===== src/rtl/alu_dispatch_pkg.sv =====
// Shared ALU dispatch definitions: data/select widths, opcode codes and dispatcher state encoding.
package alu_dispatch_pkg;

   localparam int WIDTH        = 8;
   localparam int SELECT_WIDTH = 3;

   typedef logic [SELECT_WIDTH-1:0] op_t;

   localparam op_t OP_ADD   = 3'd0;
   localparam op_t OP_SUB   = 3'd1;
   localparam op_t OP_OR    = 3'd2;
   localparam op_t OP_AND   = 3'd3;
   localparam op_t OP_ADC   = 3'd4;
   localparam op_t OP_SBB   = 3'd5;
   localparam op_t OP_NOT   = 3'd6;
   localparam op_t OP_PRINT = 3'd7;

   typedef enum logic [1:0] {
      DSP_IDLE = 2'd0,
      DSP_EXEC = 2'd1,
      DSP_RESP = 2'd2
   } dsp_state_e;

endpackage


===== src/rtl/alu_dispatch.sv =====
// ALU command front end: one op in flight, holds select/operands while the output selector settles,
// then captures d/cout, updates the carry flag and offers the result until the consumer takes it.
module alu_dispatch
   import alu_dispatch_pkg::*;
#(
   parameter int LAT = 1
) (
   input  logic                    clk,
   input  logic                    rst,
   input  logic                    cmd_valid,
   output logic                    cmd_ready,
   input  logic [SELECT_WIDTH-1:0] cmd_op,
   input  logic [WIDTH-1:0]        cmd_a,
   input  logic [WIDTH-1:0]        cmd_b,
   input  logic                    cf_clr,
   output logic [WIDTH-1:0]        alu_a,
   output logic [WIDTH-1:0]        alu_b,
   output logic                    alu_cin,
   output logic [SELECT_WIDTH-1:0] alu_s,
   input  logic [WIDTH-1:0]        alu_d,
   input  logic                    alu_cout,
   output logic                    res_valid,
   input  logic                    res_ready,
   output logic [WIDTH-1:0]        res_d,
   output logic                    res_cout,
   output logic                    cf
);

   localparam logic [2:0] LAT_CNT = 3'(LAT);

   function automatic logic updates_carry(input op_t op);
      return (op == OP_ADD) || (op == OP_SUB) || (op == OP_ADC) || (op == OP_SBB);
   endfunction

   dsp_state_e        state_q, state_d;
   logic [2:0]        cnt_q, cnt_d;
   logic              cmd_ready_q, cmd_ready_d;
   logic [WIDTH-1:0]  alu_a_q, alu_a_d, alu_b_q, alu_b_d;
   logic              alu_cin_q, alu_cin_d;
   op_t               alu_s_q, alu_s_d;
   logic              res_valid_q, res_valid_d;
   logic [WIDTH-1:0]  res_d_q, res_d_d;
   logic              res_cout_q, res_cout_d;
   logic              cf_q, cf_d;

   always_comb begin
      state_d     = state_q;
      cnt_d       = cnt_q;
      cmd_ready_d = cmd_ready_q;
      alu_a_d     = alu_a_q;
      alu_b_d     = alu_b_q;
      alu_cin_d   = alu_cin_q;
      alu_s_d     = alu_s_q;
      res_valid_d = res_valid_q;
      res_d_d     = res_d_q;
      res_cout_d  = res_cout_q;
      cf_d        = cf_clr ? 1'b0 : cf_q;

      case (state_q)
         DSP_IDLE: begin
            if (cmd_valid && cmd_ready_q) begin
               alu_s_d     = cmd_op;
               alu_a_d     = cmd_a;
               alu_b_d     = cmd_b;
               alu_cin_d   = cf_q;
               cnt_d       = LAT_CNT;
               cmd_ready_d = 1'b0;
               state_d     = DSP_EXEC;
            end
         end
         DSP_EXEC: begin
            // Counter runs LAT down to 0; capturing on the edge after it hits 0 gives the
            // selector its full LAT register stages behind the accept edge.
            if (cnt_q == 3'd0) begin
               res_d_d     = alu_d;
               res_cout_d  = alu_cout;
               res_valid_d = 1'b1;
               state_d     = DSP_RESP;
               if (!cf_clr && updates_carry(alu_s_q)) begin
                  cf_d = alu_cout;
               end
            end else begin
               cnt_d = cnt_q - 3'd1;
            end
         end
         DSP_RESP: begin
            if (res_ready) begin
               res_valid_d = 1'b0;
               cmd_ready_d = 1'b1;
               state_d     = DSP_IDLE;
            end
         end
         default: begin
            state_d     = DSP_IDLE;
            cmd_ready_d = 1'b1;
            res_valid_d = 1'b0;
         end
      endcase
   end

   always_ff @(posedge clk or posedge rst) begin
      if (rst) begin
         state_q     <= DSP_IDLE;
         cnt_q       <= 3'd0;
         cmd_ready_q <= 1'b1;
         alu_a_q     <= '0;
         alu_b_q     <= '0;
         alu_cin_q   <= 1'b0;
         alu_s_q     <= OP_ADD;
         res_valid_q <= 1'b0;
         res_d_q     <= '0;
         res_cout_q  <= 1'b0;
         cf_q        <= 1'b0;
      end else begin
         state_q     <= state_d;
         cnt_q       <= cnt_d;
         cmd_ready_q <= cmd_ready_d;
         alu_a_q     <= alu_a_d;
         alu_b_q     <= alu_b_d;
         alu_cin_q   <= alu_cin_d;
         alu_s_q     <= alu_s_d;
         res_valid_q <= res_valid_d;
         res_d_q     <= res_d_d;
         res_cout_q  <= res_cout_d;
         cf_q        <= cf_d;
      end
   end

   assign cmd_ready = cmd_ready_q;
   assign alu_a     = alu_a_q;
   assign alu_b     = alu_b_q;
   assign alu_cin   = alu_cin_q;
   assign alu_s     = alu_s_q;
   assign res_valid = res_valid_q;
   assign res_d     = res_d_q;
   assign res_cout  = res_cout_q;
   assign cf        = cf_q;

endmodule


===== config.mk =====
export PLATFORM = sky130hd
export DESIGN_NAME = alu_dispatch
export DESIGN_NICKNAME = d
export VERILOG_FILES = /design/src/rtl/alu_dispatch_pkg.sv /design/src/rtl/alu_dispatch.sv
export SDC_FILE = /design/constraint.sdc
export NUM_CORES = 1
export LEC_CHECK = 0
export ABC_AREA = 1
export BUFFER_PORTS_ARGS = -buffer_cell sky130_fd_sc_hd__buf_4
export CORE_ASPECT_RATIO = 1.2
export CORE_UTILIZATION = 47
export DETAILED_ROUTE_END_ITERATION = 12
export MAX_ROUTING_LAYER = met4
export PLACE_DENSITY_LB_ADDON = 0.08
export REMOVE_ABC_BUFFERS = 1
export SKIP_CTS_REPAIR_TIMING = 1
export SLEW_MARGIN = 5
export SYNTH_ARGS = -nofsm -noshare
export SYNTH_HDL_FRONTEND = slang
export SYNTH_SLANG_ARGS = --single-unit

===== constraint.sdc =====
create_clock -name clk -period 1.47 [get_ports clk]
set_input_delay 0.147 -clock clk [delete_from_list [all_inputs] [get_ports clk]]
set_output_delay 0.147 -clock clk [all_outputs]
set_load 0.005 [all_outputs]

Word-level counts from Yosys, hierarchy flattened
Index checks and enable logic that the tools add are counted.
- bits in registers: 37
- bits of input ports: 33
- output and inout port bits: 32
- word-level logic and storage cells: 56
- add/subtract/negate cells: 1
- eq/ne operators: 9
- multiplexer cells: 17
- bitwise logic cells: 2
- reduce and logical (&&, ||, !) cells: 16
- operator list (kind ; number):
    AND reduction 3 bit ; 4
    two-way mux 1 bit ; 8
    inequality test 2 bit, second input constant ; 4
    == test 3 bit, second input constant ; 2
    zero test 3 bit ; 2
    two-way mux 2 bit ; 3
    two-way mux 3 bit ; 2
    case mux 1 bit (3 select lines) ; 2
    case mux 2 bit (3 select lines) ; 1
    case mux 3 bit (2 select lines) ; 1
    AND reduction 2 bit ; 2
    == test 3 x 1 -> 1 bit, second input constant ; 1
    logical OR 1 bit ; 3
    subtractor 3 x 1 -> 3 bit, second input constant ; 1
    == test 2 x 1 -> 1 bit, second input constant ; 1
    == test 2 bit, second input constant ; 1
    logical AND 1 bit ; 2
    zero test 2 bit ; 1
    NOT 1 bit ; 2
    nonzero test 2 bit ; 1
    zero test 1 bit ; 1

Logic depth before layout (Yosys ltp)
Gate-level depths: netlist (run 1).
- depth in word-level cells: 8
- gate-level depth with buffers: 8
- mapped depth without buffers: 8

Worst setup path after synthesis (run 1)
Ideal clock, no wire load.
- path type: register -> register
- from: register cnt_q[0]
- to: register res_cout_q, in the netlist res_cout
- setup time: 0.116 ns
- arrival: 1.030 ns
- required time: 1.354 ns
- setup slack: 0.323 ns
- stages on the path, launching flop included: 9
- period minus slack after synthesis: 1.147 ns
- cells stage by stage: dfrtp_1 -> inv_1 -> ha_1 -> nand2_1 -> nor2_4 -> inv_2 -> buf_6 -> nand2_1 -> nand2_1
- longest elaborated chain between the ends: 2
- RTL lines (element ; RTL line ; text):
    from (decl) ; alu_dispatch.sv:36 ; logic [2:0] cnt_q, cnt_d;
    from (signal assigned) ; alu_dispatch.sv:116 ; cnt_q <= cnt_d;
    zero test 3 bit ; alu_dispatch.sv:74 ; if (cnt_q == 3'd0) begin
    AND reduction 2 bit (no line) ; -- ;
    to (signal assigned) ; alu_dispatch.sv:124 ; res_cout_q <= res_cout_d;
    to (decl) ; alu_dispatch.sv:43 ; logic res_cout_q, res_cout_d;
No other way between the ends.
A chain may end at the register's enable or synchronous reset.

Worst setup path after layout (run 1)
- from: register cnt_q[0]
- to: register res_d_q[0], in the netlist res_d[0]
- longest elaborated chain between the ends: 2
- RTL lines (element ; RTL line ; text):
    zero test 3 bit ; alu_dispatch.sv:74 ;
    AND reduction 2 bit (no line) ; -- ;
    to (signal assigned) ; alu_dispatch.sv:123 ; res_d_q <= res_d_d;
    to (decl) ; alu_dispatch.sv:42 ; logic [WIDTH-1:0] res_d_q, res_d_d;
No other way between the ends.

==> metrics.txt, run 1 <==
combinational power share 0.436; Critical Path Sink Type register; H-tree lvl count 2; TritonCTS clock tree yes; worst slack at placement between 0.15 and 0.2 ns; post-synthesis sequential element count 37; overall track demand over capacity in global routing 0.1977; DP Wirelength 2.261 mm; Skew-Pair Late Insertion Delay 0.33 ns; GRT overflow 0; most frequent cell after synthesis nand2_1; number of max-cap violations 0; cells taking the most area after synthesis dfrtp_1, nand2_1, inv_1, buf_4, dfstp_2; post-route antenna net violation count 0; Post-Synth Adder-Cell Area 0.01619; post-synthesis instance area 0.001545 mm²; Via Count 1,313; kind of start point of the critical path register; worst slew margin relative to its limit 0.6918; Req. time, crit path 1.70 ns; minimum clock period after layout 1.334 ns; Final TNS setup 0 ns; Worst Path Max Fanout 11; initial antenna violation count 0; part of the cycle the worst path needs 0.9073; number of endpoints with negative hold slack in the final report 0; multiplexer share of the synthesized area 0; largest net degree at the start of global routing 38; area share of xor/xnor cells in the synthesized design 0.005668; initial standard-cell utilization of the core 0.5012; Final Max Slew Viols 0; switching power summed over all nets ~1400 µW; crit-path leading delay family simple AND/OR/NAND/NOR gates; Cells after Synth 176; cell type of the slowest stage on the worst timing path dfrtp_1; via count of the first global-routing pass 1,158; routability cong. 0.7990; Leakage Power ~0.0013 µW; cell-internal power roughly 2500 µW; class of the worst hold path in2reg; global-route wire length before repair approximately 5 mm; die area 0.003522 mm²; Synth top cells by count nand2_1, dfrtp_1, inv_1, buf_4, nor2_1; clock-pin transition on the worst setup and hold timing paths 0.10 ns; status finished, final reports clean; RSZ-0062 raised after global routing false; total wirelength of the detailed-routed design 3.288 mm; count of yosys warnings during synthesis 0; layout cell share with drive strength beyond 1 0.3281; number of top-level design ports 65; Nets 290; simple-gate share of the synthesized area 0.2988; sequential power share 0.440; upper clock frequency limit 749.7 MHz; die height 64.81 µm; Max VDD drop roughly 0.0012 V; average vias per placed instance ~4.5; mean post-synth cell area 8.780 µm²; Unique masters post-synth 18; post-synthesis cell type with the largest combined area dfrtp_1; endpoint arrival time on the critical path 1.56 ns; clock buffer count from CTS 5; proportion of power drawn by the clock network 0.125; post-route setup slack roughly 0.14 ns; master cell of the clock root buffer clkbuf_4; dominant combinational cell family by area after synthesis simple AND/OR/NAND/NOR gates; CTS Buffer Depth 2; starting DRC count in detailed routing 34; maximum cell stage delay along the critical path 0.40 ns; most frequent cell on the critical path nand2_1; number of enable-type register cells in the synthesized netlist 0; power density over the cells between 1500 and 2000 mW/mm²; n_diodes 0; count of clock tree sinks 37; area fraction in compound gates after synthesis 0.01619; floorplan core area 0.003083 mm²; TritonRoute pass-1 iters 4; number of remaining DRC errors 0; ys flop type dfrtp_1; # port buffers between 60 and 70; fill cell instance count of the final layout 241; switching portion of total power 0.3522; routed length per instance ~11 µm; kind of critical path reg2reg; Final setup violation count 0; part of the Yosys area used for sequential elements 0.6000; synthesis-to-finish area growth 43.00%; Clock Skews about 0.0034 ns; number of buffer and inverter instances along the worst setup path 2; area share of the largest cell type after synthesis 0.5830; Die Width 54.34 µm; actual slew at the worst max-slew pin 0.4623 ns; overall power of the completed layout a little under 4000 µW; number of rows in the core area 22; cells along the critical path inv_1 -> ha_1 -> nand2_1 -> nor2_4 -> inv_2 -> nand2_1 -> nand2_1; post-synthesis async set-or-reset flop share 1.000
==> power by group through the flow <==
stage / clock network [µW] / logic, µW / registers (µW)
after detailed placement: 0 / 1710 / 1740
after global placement: 0 / 1670 / 1730
after global routing: 564 / 1930 / 1790
after CTS: 524 / 1720 / 1730
after floorplan: 0 / 766 / 1750
final: 491 / 1710 / 1730
==> through the flow <==
stage	std cells	hold slack [ns]	cell area, µm²	util
3_5_place_dp	274	0.2922	2061	0.6684
5_1_grt	292	0.002325	2210	0.7167
2_1_floorplan	170	0.2566	1493	-
6_report	292	0.007151	2210	0.7167
4_1_cts	282	-0.08287	2110	0.6843
3_3_place_gp	274	0.2792	2061	0.6684
==> cell families after synthesis <==
group                      count (synthesis)
xor gates and xnor gates                   1
buffers and inverters                     18
and+or+nand+nor                          113
AOI/OAI and AO/OA                          5
adders and majority gates                  2
DFF                                       37
==> tightest hold or removal path: cells and delay by family <==
kind | cells | cell delay, ns
and+or+nand+nor | 2 | 0.09
buffers and inverters | 1 | 0.08
==> registers in the layout (all words and copies together) (netlist names), 2 cells and up <==
register and flops:
alu_a 8, alu_b 8, alu_s 3, cnt_q 3, res_d 8, state_q 2
==> cell type report <==
class,count,area [µm²],area share
clock buffer,8,48.80,0.02208
timing repair buffer,78,623.1,0.2820
sequential,37,927.1,0.4196
multi-input combinational,121,520.5,0.2356
tap,36,45.04,0.02039
inverter,12,45.04,0.02039
==> path summary, 6_finish.rpt <==
| check | slack, ns | endpoint | cells after the start | start |
|---|---|---|---|---|
| setup / recovery | 0.14 | res_d[0] | 7 | cnt_q[0] |
| hold / removal | 0.007 | alu_a[3] | 3 | cmd_a[3] |
| setup reg to reg | 0.14 | res_d[0] | 7 | cnt_q[0] |
| hold reg to reg | 0.48 | res_valid | 2 | res_valid |
| max in group asynchronous | 0.63 | cmd_ready | 4 | rst |
| min in group asynchronous | 0.49 | alu_s[1] | 4 | rst |
==> cells in the final DEF, fill, tap and decap left out <==
| master | n |
|---|---|
| nand3_1 | 3 |
| nand2_2 | 2 |
| ha_1 | 2 |
| inv_2 | 3 |
| buf_12 | 1 |
| nand2_4 | 1 |
| inv_1 | 9 |
| o21ai_1 | 3 |
| o21ai_0 | 2 |
| clkbuf_4 | 5 |
| nor2_4 | 1 |
| nand4_2 | 1 |
| nand2_1 | 99 |
| dfrtp_1 | 36 |
| buf_4 | 67 |
| nor2_2 | 2 |
| dlygate4sd3_1 | 10 |
| clkbuf_1 | 3 |
| xor2_1 | 1 |
| dfstp_2 | 1 |
| nor2_1 | 4 |
==> per-layer routing <==
metal,GRT usage,routed length [µm]
met1,0.2465,1490
met5,-,0
met4,0.06731,43
met2,0.2973,1570
met3,0.06573,184
Power figures use the tool's default switching activity.
==> run 2: changes to the inputs <==
--- a/config.mk
+++ b/config.mk
@@ -8,7 +8,7 @@
 export ABC_AREA = 1
 export BUFFER_PORTS_ARGS = -buffer_cell sky130_fd_sc_hd__buf_4
 export CORE_ASPECT_RATIO = 1.2
-export CORE_UTILIZATION = 47
+export CORE_UTILIZATION = 50
 export DETAILED_ROUTE_END_ITERATION = 12
 export MAX_ROUTING_LAYER = met4
 export PLACE_DENSITY_LB_ADDON = 0.08
==> constraint.sdc (replaced) <==
create_clock -name clk -period 1.55 [get_ports clk]
set_input_delay 0.155 -clock clk [delete_from_list [all_inputs] [get_ports clk]]
set_output_delay 0.155 -clock clk [all_outputs]
set_load 0.005 [all_outputs]
==> metrics.txt, run 2 (same netlist as run 1, synthesis figures left out) <==
status finished, final reports clean; kind of critical path reg2reg; Multi-input gate area 520.5 µm² (unchanged); post-route antenna net violation count 0 (unchanged); total wirelength of the detailed-routed design 3.405 mm (+3.6%); global-route wire length before repair 5.809 mm (+20%); cell-internal power 2407 µW (-5.6%); reg2reg setup slack 0.21 ns (+0.08 ns); Worst Path Max Fanout 13 (+2); layout cell share with drive strength beyond 1 0.3401 (+0.01196); TritonRoute pass-1 iters 4 (unchanged); most used cells in the layout excluding fill and tap cells nand2_1, buf_4, dfrtp_1; Die Width 52.75 µm (-2.9%); path depth of the worst reg2reg path 6 (-1); switching power summed over all nets 1352 µW (-2.5%); routability cong. 0.7408 (-7.3%); clock-pin transition on the worst setup and hold timing paths 0.10 ns (about the same); upper clock frequency limit 747.0 MHz (-0.37%); largest net degree at the start of global routing 38 (unchanged); combinational power share 0.436 (about the same); n_diodes 0 (unchanged); R2R Path End alu_b[1]; Levels on crit path 6 (-1); synthesis-to-finish area growth 37.00%; count of clock tree sinks 37 (unchanged); clock buffer count from CTS 5 (unchanged); die area 0.003318 mm² (-5.8%); master cell of the clock root buffer clkbuf_4; sequential power share 0.440 (about the same); worst hold-check slack 0.01511 ns (+0.007957 ns); number of max-cap violations 0 (unchanged); Clock Skews 0.005121 ns (+0.001721 ns); register area 927.1 µm² (unchanged); origin of the worst setup path cmd_ready; number of rows in the core area 21 (-4.5%); die height 62.90 µm (-2.9%); minimum clock period after layout 1.339 ns (+0.004938 ns); Nets 281 (-3.1%); timing endpoint of the critical path alu_b[1]; endpoint arrival time on the critical path 1.56 ns (about the same); kind of start point of the critical path register; overall track demand over capacity in global routing 0.2435 (+0.04573); Max VDD drop 0.001088 V (-7.8%); CTS Buffer Depth 2 (unchanged); Leakage Power 0.001213 µW (-3.2%); number of remaining DRC errors 0 (unchanged); number of top-level design ports 65 (unchanged); most frequent cell on the critical path nand2_1; starting DRC count in detailed routing 59 (+74%); switching portion of total power 0.3596 (+0.007406); most common cell after layout, fill and taps aside nand2_1; GRT overflow 0 (unchanged); initial standard-cell utilization of the core 0.5395 (+0.03832); cell type of the slowest stage on the worst timing path dfstp_2; Final TNS setup 0 ns (unchanged); initial antenna violation count 0 (unchanged); crit-path leading delay family flip-flops; Req. time, crit path 1.77 ns (+0.07 ns); DP Wirelength 2.549 mm (+13%); maximum cell stage delay along the critical path 0.55 ns (+0.15 ns); class of the worst hold path in2reg; actual slew at the worst max-slew pin 0.4437 ns (-0.01858 ns); Final setup violation count 0 (unchanged); Final Max Slew Viols 0 (unchanged); RSZ-0062 raised after global routing false; Hold Path Cell Cnt 3 (unchanged); # port buffers 64 (unchanged); cells along the critical path nand2_1 -> inv_1 -> nand2_2 -> buf_4 -> nand2_1 -> nand2_1; number of endpoints with negative hold slack in the final report 0 (unchanged); power density over the cells 1775 mW/mm² (-0.33%); reg2reg start cmd_ready; proportion of power drawn by the clock network 0.124 (about the same); number of buffer and inverter instances along the worst setup path 2 (unchanged); routed length per instance 12.12 µm (+7.6%); floorplan core area 0.002864 mm² (-7.1%); TritonCTS clock tree yes; Via Count 1,322 (+0.69%); Skew-Pair Late Insertion Delay 0.33 ns (about the same); via count of the first global-routing pass 1,411 (+22%); H-tree lvl count 2 (unchanged); part of the cycle the worst path needs 0.8637 (-0.04364); average vias per placed instance 4.705 (+4.6%); worst slew margin relative to its limit 0.7042 (+0.01239); fill cell instance count of the final layout 234 (-2.9%); Critical Path Sink Type register
run 2: stage by stage:
stage | utilization | cell area, µm² | worst slack, ns | std cells | total power (µW)
detailed placement | 0.7117 | 2038 | 0.1701 | 271 | 3282
finish | 0.7392 | 2117 | 0.2113 | 281 | 3758
CTS | 0.7287 | 2087 | 0.1447 | 279 | 3758
global route | 0.7392 | 2117 | 0.1014 | 281 | 4070
global placement | 0.7117 | 2038 | 0.2458 | 271 | 3173
floorplan | - | 1493 | 0.2889 | 170 | 2390
run 2: cell type report:
cell class	instances	share of cell area
flip-flops and latches	37	0.4379
repair buffers	69	0.2518
multi-input cells	121	0.2459
clock buffers	8	0.02305
inverters	12	0.02128
well taps	34	0.02009
run 2: worst min path at each step:
stage	from	end	slack, ns
final	cmd_b[0]	alu_b[0]	0.02
after global routing	cmd_a[0]	alu_a[0]	0.001
after CTS	rst	alu_a[3]	-0.07
after detailed placement	rst	alu_a[6]	0.30
after global placement	rst	alu_a[3]	0.29
after floorplan	cmd_a[0]	alu_a[0]	0.26
run 2: power by group through the flow:
stage               registers [µW]  logic [µW]  clock network, µW
floorplan                     1660         726                  0
global placement              1640        1530                  0
detailed placement            1650        1630                  0
CTS                           1650        1620                488
global route                  1710        1840                519
finish                        1650        1640                467
run 2: worst register-to-register path, cell delays in order, from the launching register on:
cell	delay (ns)
dfstp_2	0.55
nand2_1	0.08
inv_1	0.07
nand2_2	0.15
buf_4	0.24
nand2_1	0.08
nand2_1	0.06
run 2: per-layer routing:
metal	vias to the layer above	track usage	wire length [µm]
met3	6	0.05353	152
met1	607	0.2763	1413
met4	0	0.09211	44
met5	-	-	0
met2	43	0.4082	1795
li1	666	-	-
==> run 3: changes to the inputs <==
--- a/config.mk
+++ b/config.mk
@@ -8,7 +8,7 @@
 export ABC_AREA = 1
 export BUFFER_PORTS_ARGS = -buffer_cell sky130_fd_sc_hd__buf_4
 export CORE_ASPECT_RATIO = 1.2
-export CORE_UTILIZATION = 50
+export CORE_UTILIZATION = 47
 export DETAILED_ROUTE_END_ITERATION = 12
 export MAX_ROUTING_LAYER = met4
 export PLACE_DENSITY_LB_ADDON = 0.08
==> constraint.sdc (replaced) <==
create_clock -name clk -period 1.4 [get_ports clk]
set_input_delay 0.14 -clock clk [delete_from_list [all_inputs] [get_ports clk]]
set_output_delay 0.14 -clock clk [all_outputs]
set_load 0.005 [all_outputs]
==> metrics.txt, run 3 (same netlist as run 1, synthesis figures left out) <==
status finished, final reports clean; TritonCTS clock tree yes; highest metal layer used by the detailed router met4; number of top-level design ports 65 (unchanged); actual slew at the worst max-slew pin 0.4573 ns (+0.01362 ns); worst slew margin relative to its limit 0.6951 (-0.009077); die area 0.003522 mm² (+6.1%); origin of the worst min-delay path cmd_op[2]; number of max-cap violations 0 (unchanged); cell type of the slowest stage on the worst timing path dfrtp_1; Leakage Power 0.001312 µW (+8.1%); DRT met1 WL 1.523 mm (+7.8%); Clock Skews 0.01416 ns (+0.009036 ns); reg2reg start cnt_q[0]; power density over the cells 1837 mW/mm² (+3.5%); clock-pin transition on the worst setup and hold timing paths 0.10 ns (about the same); count of clock tree sinks 37 (unchanged); upper clock frequency limit 771.5 MHz (+3.3%); most common cell after layout, fill and taps aside nand2_1; kind of critical path reg2reg; most used cells in the layout excluding fill and tap cells nand2_1, buf_4, dfrtp_1; endpoint arrival time on the critical path 1.56 ns (about the same); Nets 301 (+7.1%); kind of start point of the critical path register; overall track demand over capacity in global routing 0.2208 (-0.02267); number of endpoints with negative hold slack in the final report 0 (unchanged); average vias per placed instance 4.660 (-0.95%); H-tree lvl count 2 (unchanged); routed length per instance 11.96 µm (-1.3%); # port buffers 64 (unchanged); TritonRoute pass-1 iters 4 (unchanged); DP Wirelength 2.483 mm (-2.6%); Die Width 54.34 µm (+3.0%); via count of the first global-routing pass 1,274 (-9.7%); RSZ-0062 raised after global routing true; cells along the critical path inv_2 -> ha_1 -> nand2_1 -> nor2_4 -> buf_4 -> nand4_2 -> nand2_1; floorplan core area 0.003083 mm² (+7.6%); starting DRC count in detailed routing 38 (-36%); most frequent cell on the critical path nand2_1; Via Count 1,412 (+6.8%); number of rows in the core area 22 (+4.8%); number of buffer and inverter instances along the worst setup path 2 (unchanged); Skew-Pair Late Insertion Delay 0.33 ns (about the same); die height 64.81 µm (+3.0%); largest net degree at the start of global routing 38 (unchanged); maximum cell stage delay along the critical path 0.40 ns (-0.15 ns); initial antenna violation count 0 (unchanged); Final Max Slew Viols 0 (unchanged); Final setup violation count 0 (unchanged); detailed-routed wire length on met3 152 µm (unchanged); GRT overflow 0 (unchanged); part of the cycle the worst path needs 0.9259 (+0.06220); master cell of the clock root buffer clkbuf_4; Inst Count DP 274 (+1.1%); minimum clock period after layout 1.296 ns (-0.04247 ns); CTS Buffer Depth 2 (unchanged); layout cell share with drive strength beyond 1 0.3333 (-0.006748); Worst Path Max Fanout 6 (-7); Final TNS setup 0 ns (unchanged); post-route antenna net violation count 0 (unchanged); Req. time, crit path 1.66 ns (-0.11 ns); total wirelength of the detailed-routed design 3.625 mm (+6.5%); routed wire length on met2 1.872 mm (+4.3%); initial standard-cell utilization of the core 0.5012 (-0.03832); class of the worst hold path in2reg; final cell count without fillers 303 (+7.8%); worst hold-check slack 0.004499 ns (-0.01061 ns); clock buffer count from CTS 5 (unchanged); Max VDD drop 0.001334 V (+23%); synthesis-to-finish area growth 51.66%; crit-path leading delay family simple AND/OR/NAND/NOR gates; origin of the worst setup path cnt_q[0]; n_diodes 0 (unchanged); Critical Path Sink Type register; number of remaining DRC errors 0 (unchanged); routability cong. 0.8122 (+9.6%); global-route wire length before repair 5.333 mm (-8.2%)
==> run 3: cell types whose count changed in the layout (fill, tap and decap cells not counted) <==
cell and change:
buf_12 +1, inv_1 -2, clkbuf_1 -1, clkbuf_8 +1, inv_4 +1, inv_2 +1
buf_6 +1, dlygate4sd3_1 +18
==> run 3: layout make-up <==
class | count | area (µm²)
multi-input cells | 121 | 520.5
inverters | 12 | 47.55
clock buffers | 8 | 58.81
flip-flops and latches | 37 | 927.1
fillers | 224 | 739.5
well taps | 36 | 45.04
repair buffers | 89 | 744.5
==> run 3: final timing paths <==
kind | endpoint | depth (start not counted) | slack (ns)
worst max register to register | cf | 7 | 0.10
min in group asynchronous | alu_cin | 4 | 0.47
worst min register to register | res_d[7] | 2 | 0.49
worst max-delay path | cf | 7 | 0.10
max in group asynchronous | cmd_ready | 4 | 0.58
worst min-delay path | alu_s[2] | 3 | 0.004
==> run 3: power breakdown <==
part / switching [µW] / internal (µW) / total [µW]
sequential: 277 / 1550 / 1820
combinational: 914 / 998 / 1910
clock: 323 / 248 / 571
==> run 3: layer usage <==
metal  vias up  GRT usage
li1        707          -
met1       652     0.2562
met2        44     0.3399
met3         9    0.07512
met4         0    0.09615
met5         -          -
==> run 3: metrics by stage <==
step	util	setup slack (ns)	power [µW]	area, µm²
final	0.7601	0.1037	4305	2344
after detailed placement	0.6725	0.07073	3682	2073
after floorplan	-	0.1389	2646	1493
after global placement	0.6725	0.1350	3598	2073
after CTS	0.6916	0.05715	4276	2132
after global routing	0.7601	-0.001136	4650	2344
==> run 3: worst register-to-register path, stage by stage (launching register included) <==
cell     delay [ns]
dfrtp_1        0.40
inv_2          0.07
ha_1           0.15
nand2_1        0.10
nor2_4         0.24
buf_4          0.15
nand4_2        0.05
nand2_1        0.07
